**config.mk**
```make
export PLATFORM = sky130hd
export DESIGN_NAME = inst_test_sequencer
export DESIGN_NICKNAME = d
export VERILOG_FILES = /design/src/rtl/inst_test_sequencer.sv
export SDC_FILE = /design/constraint.sdc
export NUM_CORES = 1
export LEC_CHECK = 0
export BUFFER_PORTS_ARGS = -buffer_cell sky130_fd_sc_hd__buf_2
export CAP_MARGIN = 20
export CELL_PAD_IN_SITES_DETAIL_PLACEMENT = 1
export CELL_PAD_IN_SITES_GLOBAL_PLACEMENT = 1
export CORE_AREA = 2 2 146 148
export CTS_CLUSTER_SIZE = 28
export DETAILED_ROUTE_END_ITERATION = 10
export DIE_AREA = 0 0 148 150
export HOLD_SLACK_MARGIN = 0.06
export PLACE_DENSITY = 0.81
export SLEW_MARGIN = 20
export SYNTH_ARGS = -nofsm -noshare
export SYNTH_HDL_FRONTEND = slang
export SYNTH_SLANG_ARGS = --single-unit
```
**constraint.sdc**
```tcl
create_clock -name clk -period 5.6 [get_ports clk]
set_input_delay 0.56 -clock clk [delete_from_list [all_inputs] [get_ports clk]]
set_output_delay 0.56 -clock clk [all_outputs]
set_load 0.02 [all_outputs]
```
**src/rtl/inst_test_sequencer.sv**
```systemverilog
`default_nettype none
// ============================================================================
// Module   : inst_test_sequencer
// Purpose  : Run-and-check controller for the OpenMIPS core. Holds the core in
//            reset, lets it run for a cycle budget, then compares a table of
//            architectural registers (via the regfile debug port) against
//            expected values and reports pass or the first failing entry.
// Options  : TEST_SEQ_HALT_EN adds i_halt_req / o_run_count (early RUN exit).
// Revision : 1.0 - initial release
// ============================================================================
module inst_test_sequencer #(
  parameter int DATA_WIDTH     = 32,
  parameter int REG_ADDR_WIDTH = 5,
  parameter int IDX_WIDTH      = 2,
  parameter int NUM_CHECKS     = 4,
  parameter int RESET_CYCLES   = 10,
  parameter int RUN_CYCLES     = 100,
  parameter int CNT_WIDTH      = 16
) (
  input  logic                      clk,
  input  logic                      rst,
  input  logic                      i_start,
  input  logic                      i_exp_we,
  input  logic [IDX_WIDTH-1:0]      i_exp_idx,
  input  logic [REG_ADDR_WIDTH-1:0] i_exp_addr,
  input  logic [DATA_WIDTH-1:0]     i_exp_data,
  output logic                      o_core_rst,
  output logic [REG_ADDR_WIDTH-1:0] o_dbg_raddr,
  input  logic [DATA_WIDTH-1:0]     i_dbg_rdata,
  output logic                      o_busy,
  output logic                      o_done,
  output logic                      o_pass,
  output logic [IDX_WIDTH-1:0]      o_fail_idx,
  output logic [DATA_WIDTH-1:0]     o_fail_data
`ifdef TEST_SEQ_HALT_EN
  ,
  input  logic                      i_halt_req,
  output logic [CNT_WIDTH-1:0]      o_run_count
`endif
);

  localparam int                   c_TBL_DEPTH  = 2 ** IDX_WIDTH;
  localparam logic [CNT_WIDTH-1:0] c_RST_LAST   = CNT_WIDTH'(RESET_CYCLES - 1);
  localparam logic [CNT_WIDTH-1:0] c_RUN_LAST   = CNT_WIDTH'(RUN_CYCLES - 1);
  localparam logic [IDX_WIDTH-1:0] c_CHK_LAST   = IDX_WIDTH'(NUM_CHECKS - 1);

  typedef enum logic [2:0] {
    S_IDLE  = 3'd0,
    S_RESET = 3'd1,
    S_RUN   = 3'd2,
    S_CHECK = 3'd3,
    S_DONE  = 3'd4
  } state_t;

  state_t                      r_state;
  state_t                      w_state_next;
  logic [CNT_WIDTH-1:0]        r_cnt;
  logic [IDX_WIDTH-1:0]        r_idx;
  logic                        r_pass;
  logic [IDX_WIDTH-1:0]        r_fail_idx;
  logic [DATA_WIDTH-1:0]       r_fail_data;
  logic [REG_ADDR_WIDTH-1:0]   r_tbl_addr [c_TBL_DEPTH];
  logic [DATA_WIDTH-1:0]       r_tbl_data [c_TBL_DEPTH];

  logic                        w_busy;
  logic                        w_launch;
  logic                        w_match;
  logic                        w_halt;
  logic                        w_core_rst;
  logic [REG_ADDR_WIDTH-1:0]   w_raddr;

`ifdef TEST_SEQ_HALT_EN
  logic [CNT_WIDTH-1:0]        r_run_count;
  assign w_halt      = i_halt_req;
  assign o_run_count = r_run_count;
`else
  assign w_halt      = 1'b0;
`endif

  // Debug read data is combinational from the address, so compare in-cycle.
  assign w_match  = (i_dbg_rdata == r_tbl_data[r_idx]);
  // A start is only honoured when no run is in progress.
  assign w_launch = i_start && ((r_state == S_IDLE) || (r_state == S_DONE));

  // State register.
  always_ff @(posedge clk) begin
    if (rst) r_state <= S_IDLE;
    else     r_state <= w_state_next;
  end

  // Next-state and state-decoded outputs.
  always_comb begin
    w_state_next = r_state;
    w_busy       = 1'b0;
    w_core_rst   = 1'b0;
    w_raddr      = '0;
    case (r_state)
      S_IDLE: begin
        w_core_rst = 1'b1;
        if (i_start) w_state_next = S_RESET;
      end
      S_RESET: begin
        w_core_rst = 1'b1;
        w_busy     = 1'b1;
        if (r_cnt == c_RST_LAST) w_state_next = S_RUN;
      end
      S_RUN: begin
        w_busy = 1'b1;
        if ((r_cnt == c_RUN_LAST) || w_halt) w_state_next = S_CHECK;
      end
      S_CHECK: begin
        w_busy  = 1'b1;
        w_raddr = r_tbl_addr[r_idx];
        if (!w_match || (r_idx == c_CHK_LAST)) w_state_next = S_DONE;
      end
      S_DONE: begin
        if (i_start) w_state_next = S_RESET;
      end
      default: w_state_next = S_IDLE;
    endcase
  end

  // Check table: writable only while no run is in progress.
  always_ff @(posedge clk) begin
    if (rst) begin
      for (int i = 0; i < c_TBL_DEPTH; i++) begin
        r_tbl_addr[i] <= '0;
        r_tbl_data[i] <= '0;
      end
    end else if (i_exp_we && !w_busy) begin
      r_tbl_addr[i_exp_idx] <= i_exp_addr;
      r_tbl_data[i_exp_idx] <= i_exp_data;
    end
  end

  // Phase counter, check index and result registers.
  always_ff @(posedge clk) begin
    if (rst) begin
      r_cnt       <= '0;
      r_idx       <= '0;
      r_pass      <= 1'b0;
      r_fail_idx  <= '0;
      r_fail_data <= '0;
    end else begin
      case (r_state)
        S_IDLE, S_DONE: begin
          if (w_launch) begin
            r_cnt       <= '0;
            r_pass      <= 1'b0;
            r_fail_idx  <= '0;
            r_fail_data <= '0;
          end
        end
        S_RESET: begin
          r_cnt <= (r_cnt == c_RST_LAST) ? '0 : r_cnt + 1'b1;
        end
        S_RUN: begin
          r_cnt <= r_cnt + 1'b1;
          r_idx <= '0;
        end
        S_CHECK: begin
          if (!w_match) begin
            r_fail_idx  <= r_idx;
            r_fail_data <= i_dbg_rdata;
            r_pass      <= 1'b0;
          end else if (r_idx == c_CHK_LAST) begin
            r_pass <= 1'b1;
          end else begin
            r_idx <= r_idx + 1'b1;
          end
        end
        default: ;
      endcase
    end
  end

`ifdef TEST_SEQ_HALT_EN
  // Number of RUN cycles executed in the current run, halting cycle included.
  always_ff @(posedge clk) begin
    if (rst || w_launch)        r_run_count <= '0;
    else if (r_state == S_RUN)  r_run_count <= r_run_count + 1'b1;
  end
`endif

  assign o_core_rst  = w_core_rst;
  assign o_dbg_raddr = w_raddr;
  assign o_busy      = w_busy;
  assign o_done      = (r_state == S_DONE);
  assign o_pass      = r_pass;
  assign o_fail_idx  = r_fail_idx;
  assign o_fail_data = r_fail_data;

endmodule
`default_nettype wire

```
======== Word-level counts from Yosys, hierarchy flattened ========
Memories as Yosys holds them, arrays and structs flattened. A register that Yosys moved wholly into a read port is not among the register bits.
Index checks and enable logic that the tools add are counted.
W data, S select, Z words.
storage, ports and cells
  flip-flop bits (word level) ............. 56
  RAM bits ................................ 148
  input bits .............................. 75
  logic and storage cells ................. 86
  memories kept ........................... 2
memory list
  memory      depth  bits a word  read ports  clocked after Yosys merged registers in  write ports  RTL line  text
  r_tbl_data  4      32           1           1                                        4            63        logic [DATA_WIDTH-1:0] r_tbl_data [c_TBL_DEPTH];
  r_tbl_addr  4      5            1           1                                        4            62        logic [REG_ADDR_WIDTH-1:0] r_tbl_addr [c_TBL_DEPTH];
cells by class
  add/sub/neg operators ................... 2
  equal/unequal tests ..................... 17
  mux-type cells .......................... 39
  reductions and logical operators ........ 20
operator list
  kind                     number
  $mux W32                 3
  $pmux W32 S2             1
  $pmux W16 S3             1
  $eq A32 B32 Y1           1
  $mux W16                 2
  $reduce_or A32 Y1        1
  $mux W2                  10
  $add A16 B1 Y16 const B  1
  $eq A16 B4 Y1 const B    1
  $eq A16 B7 Y1 const B    1
  $mux W1                  12
  $mux W3                  4
  $ne A2 B2 Y1 const B     6
  $pmux W3 S4              1
  $mux W5                  2
  $reduce_and A3 Y1        3
  $pmux W2 S2              2
  $eq A3 B2 Y1 const B     2
  $reduce_or A5 Y1         1
  $ne A2 B1 Y1 const B     2
  $reduce_and A4 Y1        1
  $reduce_bool A2 Y1       2
  $reduce_or A2 Y1         2
  $eq A3 B1 Y1 const B     1
  12 further kinds         15

======== Logic depth before layout (Yosys ltp) ========
  depth after elaboration ................. 10
  depth in mapped cells ................... 11
  depth with buffers taken out ............ 8

======== Worst setup path before layout ========
Ideal clock, no wire load.
  path type ............................... register -> register
  start ................................... register r_state[1]
  end ..................................... memory r_tbl_addr[3][0], enable pin
  library setup time ...................... 483 ps
  arrival time ............................ 3362 ps
  data required time ...................... 5117 ps
  slack ................................... 1755 ps
  stages on the path, launching flop included .. 5
  path buffers ............................ 1
  period minus slack after synthesis ...... 3845 ps
  cells stage by stage .................... dfxtp_1 -> clkbuf_1 -> nor2_1 -> o21ai_0 -> o21ai_0
RTL lines
  item                    RTL line  text
  from (decl)             55        state_t r_state;
  from (signal assigned)  88        else r_state <= w_state_next;
  to (decl)               62

==> results.txt <==
The internal power of the cells is 0.00267 W. The worst-case vdd ir drop is 191 uV. The global placer's final weighted congestion came out at 0.857. Setup repair after global routing left no endpoint under its margin. Power spread over the standard cell area amounts to 330 nW/um^2.

In this design, the critical path's most frequently occurring cell is sky130_fd_sc_hd__buf_4. The upper clock frequency limit came out at 257 MHz. The combined buffer and inverter count along the critical path came out at 2. The number of pins with negative max-slew slack in the final report came out at 0. The cell count after synthesis is 673.

By startpoint and endpoint, the worst setup path is classified as register to register. The data arrival time of the critical path is 4.35 ns. The switching power summed over all nets came out at 0.000874 W.

In this run, post-CTS hold repair placed 0 buffers. The worst hold path begins at i_dbg_rdata[2]. The final wirelength is 25500 um.

The count of instances resized after the clock tree is built is 0. The worst hold path was traced through 2 stages. The share of the Yosys chip area taken by registers is 0.612.

The area of the die came out at 22200 sq um. The clock reaches the later pin of the worst-skew pair after 0.52 ns. The initial core utilization came out at 0.443. The endpoint identified for the worst register-to-register timing path is o_fail_data[29].

The ratio of final minimum period to clock period came out at 0.695. The reg-to-reg setup timing slack came out at 1.71 ns. The proportion of register bits with asynchronous set or reset after synthesis is 0.

The maximum level of the CTS H-tree came out at 1. The layout-stage area growth over the synthesis result is 17.0%. The core footprint came out at 20700 sq um.

The overflow left after global routing came out at 0. TritonCTS built the clock tree. The highest cell delay on the worst timing path is 0.67 ns. The slew at the pin closest to its max-slew limit is 0.995 ns.

The setup TNS after final layout is 0 ns. The leakage dissipation is 4.00 nW. The terminating pin of the worst hold path is o_fail_data[2]. The max-cap violation count is 0. The signal on the critical path passes through buf_4 > mux4_2 > xnor2_1 > o2111ai_1 > nor4_2 > nand2_2 > o21ai_2 > buf_4 > a32o_1. The number of optimization iterations in the first detailed-route pass is 6. The count of antenna diodes in the layout is 0. The flow ran to the end, and the final reports show no timing, DRC or antenna violations. Measured in cells, the most critical reg-to-reg path has a length of 9.

For this run, the post-layout net count is 864. The layout filler cell count is 2145. The floorplan die height came out at 150 um. The number of port buffers came out at 117.

The count of nets left with antenna violations after detail routing came out at 0. The floorplan step set the die width to 148 um. The net count after synthesis is 751. The hold violation total from the final report came to 0. The post-route minimum period is 3.89 ns. The average wire per cell in the routed design came out at 23.7 um. Yosys mapped a number of flops with a built-in enable equal to 148. On the final layout, the worst hold slack is 0.283 ns.

The part of the total power dissipated in sequential elements is 0.499. The pin count of the biggest net entering global routing came out at 39. Summing internal, switching and leakage power gives 0.00354 W. The layout cell share with drive strength beyond 1 is 0.259. The category of cells accounting for the largest share of critical-path delay is compound AO/OA/AOI/OAI gates. The number of antenna violations at the first check in global routing came out at 1. The largest individual stage delay along the critical path comes from the cell sky130_fd_sc_hd__o21ai_2. The number of buffers inserted during clock tree synthesis came out at 23.

The number of unique standard cell types used by synthesis came out at 51. The flip-flop and latch area came out at 5610 sq um. The number of primary I/O pins is 118.

STA puts the critical path data required time at 6.06 ns. The synthesis warning total came out at 0. Headroom to the max-slew limit came out at 0.335. The register bit total from synthesis came out at 206.

Along the worst path, the maximum fanout reaches 19. The number of vias per cell after detailed routing is 5.62. The detailed-route via count is 6056.

The worst setup path is captured at a register. The final number of setup-violating endpoints is 0. The final worst slack is 1.71 ns. The part of the power in combinational logic is 0.095. The worst setup path is launched from a register.

The leading area contributor after synthesis is sky130_fd_sc_hd__edfxtp_1. The DRC violation count after routing came out at 0. The aggregate global-route resource usage came out at 0.231. The share of total power dissipated in the clock network is 0.405. The area of the multi-input gates is 3370 sq um.

The path class of the lowest-slack min-delay path is input port to register. The post-synthesis area per instance came out at 13.6 sq um. The detailed placement HPWL came out at 16400 um.

The mapped netlist covers 9160 sq um. The fraction of post-synthesis cell area in the top cell type by area is 0.485. The DRC marker count from the first detailed-route iteration came out at 336. The commonest register cell after synthesis is sky130_fd_sc_hd__edfxtp_1. The switching power share of the total is 0.247. CTS placed an instance of sky130_fd_sc_hd__clkbuf_16 at the clock tree root.

The number of clock sinks seen by CTS came out at 206. Buffers added to address setup during post-CTS repair amount to 0. The via count of the first global-routing pass is 6632. The number of cell rows is 53.

The worst-case clock skew came out at 0.0213 ns. The post-place setup slack is 1.75 ns. The clock transition at the registers of the reported paths is 0.07 ns. Counting along the longest clock path gives a buffer depth of 3.

The commonest cells after synthesis are 148 x sky130_fd_sc_hd__and2_1, 148 x sky130_fd_sc_hd__edfxtp_1, 58 x sky130_fd_sc_hd__dfxtp_1, 34 x sky130_fd_sc_hd__a32o_1. Yosys attributes the largest share of cell area to sky130_fd_sc_hd__edfxtp_1 49%, sky130_fd_sc_hd__dfxtp_1 13%, sky130_fd_sc_hd__and2_1 10%. The wire length of the first global-routing pass came out at 38800 um.
[registers in the layout, indices dropped and copies added (netlist names), named ones only]
signal	count
o_fail_data	32
o_pass	1
r_cnt	16
r_idx	2
r_tbl_addr	20
r_tbl_data	128
o_fail_idx	2
r_state	3
[worst max path at each step]
stage,from,end,depth (start not counted),slack (ns)
6_report,register,o_fail_data[29],9,1.71
2_1_floorplan,r_state[1],r_tbl_addr[3][0],4,1.75
4_1_cts,register,o_fail_data[31],9,1.71
3_5_place_dp,register,o_fail_data[29],9,1.75
3_3_place_gp,register,o_fail_data[20],9,1.97
5_1_grt,register,o_fail_data[31],9,1.48
[area by class of cell]
| type | instances | share of cell area |
|---|---|---|
| Tap cell | 275 | 0.0321 |
| Clock buffer | 35 | 0.0627 |
| Inverter | 7 | 0.00245 |
| Multi-Input combinational cell | 421 | 0.315 |
| Timing Repair Buffer | 127 | 0.0616 |
| Clock inverter | 7 | 0.00350 |
| Sequential cell | 206 | 0.523 |
[layer usage]
metal  GRT usage  wire length [um]
met5           0                13
met1       0.289             10400
met3      0.0405              1240
met4      0.0681               582
met2       0.411             13300
[layout by cell type, fill, tap and decap left out, drive strengths merged, types with 11 or more instances in the layout]
cell    synthesis  routed
a32o           34      34
and2          148     148
buf            16     127
clkbuf         23      35
dfxtp          58      58
edfxtp        148     148
mux2i          21      21
mux4           26      26
nand2          14      14
nor2           28      28
o21ai          11      11
xnor2          28      28
xor2           16      16
[logic make-up after synthesis]
family,share of synthesized area
buffers and inverters,0.0251
adder cells (fa/ha/maj),0.00410
XOR/XNOR,0.0421
AO/OA/AOI/OAI,0.0673
multiplexers,0.0893
AND/OR/NAND/NOR,0.160
flip-flops,0.612
[worst reg2reg max path, stage by stage (launching register included)]
cell                        delay [ns]
sky130_fd_sc_hd__dfxtp_2          0.53
sky130_fd_sc_hd__buf_4            0.40
sky130_fd_sc_hd__mux4_2           0.60
sky130_fd_sc_hd__xnor2_1          0.26
sky130_fd_sc_hd__o2111ai_1        0.19
sky130_fd_sc_hd__nor4_2           0.35
sky130_fd_sc_hd__nand2_2          0.19
sky130_fd_sc_hd__o21ai_2          0.68
sky130_fd_sc_hd__buf_4            0.40
sky130_fd_sc_hd__a32o_1           0.26
[power groups by stage]
stage	Combinational (W)	Sequential, W	Clock (W)
after floorplan	0.000199	0.00179	0
after global placement	0.000316	0.00179	0
after detailed placement	0.000334	0.00180	0
after CTS	0.000337	0.00177	0.00145
after global routing	0.000365	0.00178	0.00150
final	0.000338	0.00177	0.00144
[metrics by stage]
step	utilization	std cells	cell area, sq um
2_1_floorplan	-	673	9160
3_3_place_gp	0.483	1036	10000
4_1_cts	0.518	1078	10700
6_report	0.518	1078	10700
3_5_place_dp	0.483	1036	10000
5_1_grt	0.518	1078	10700
(Power assumes the default switching activity.)
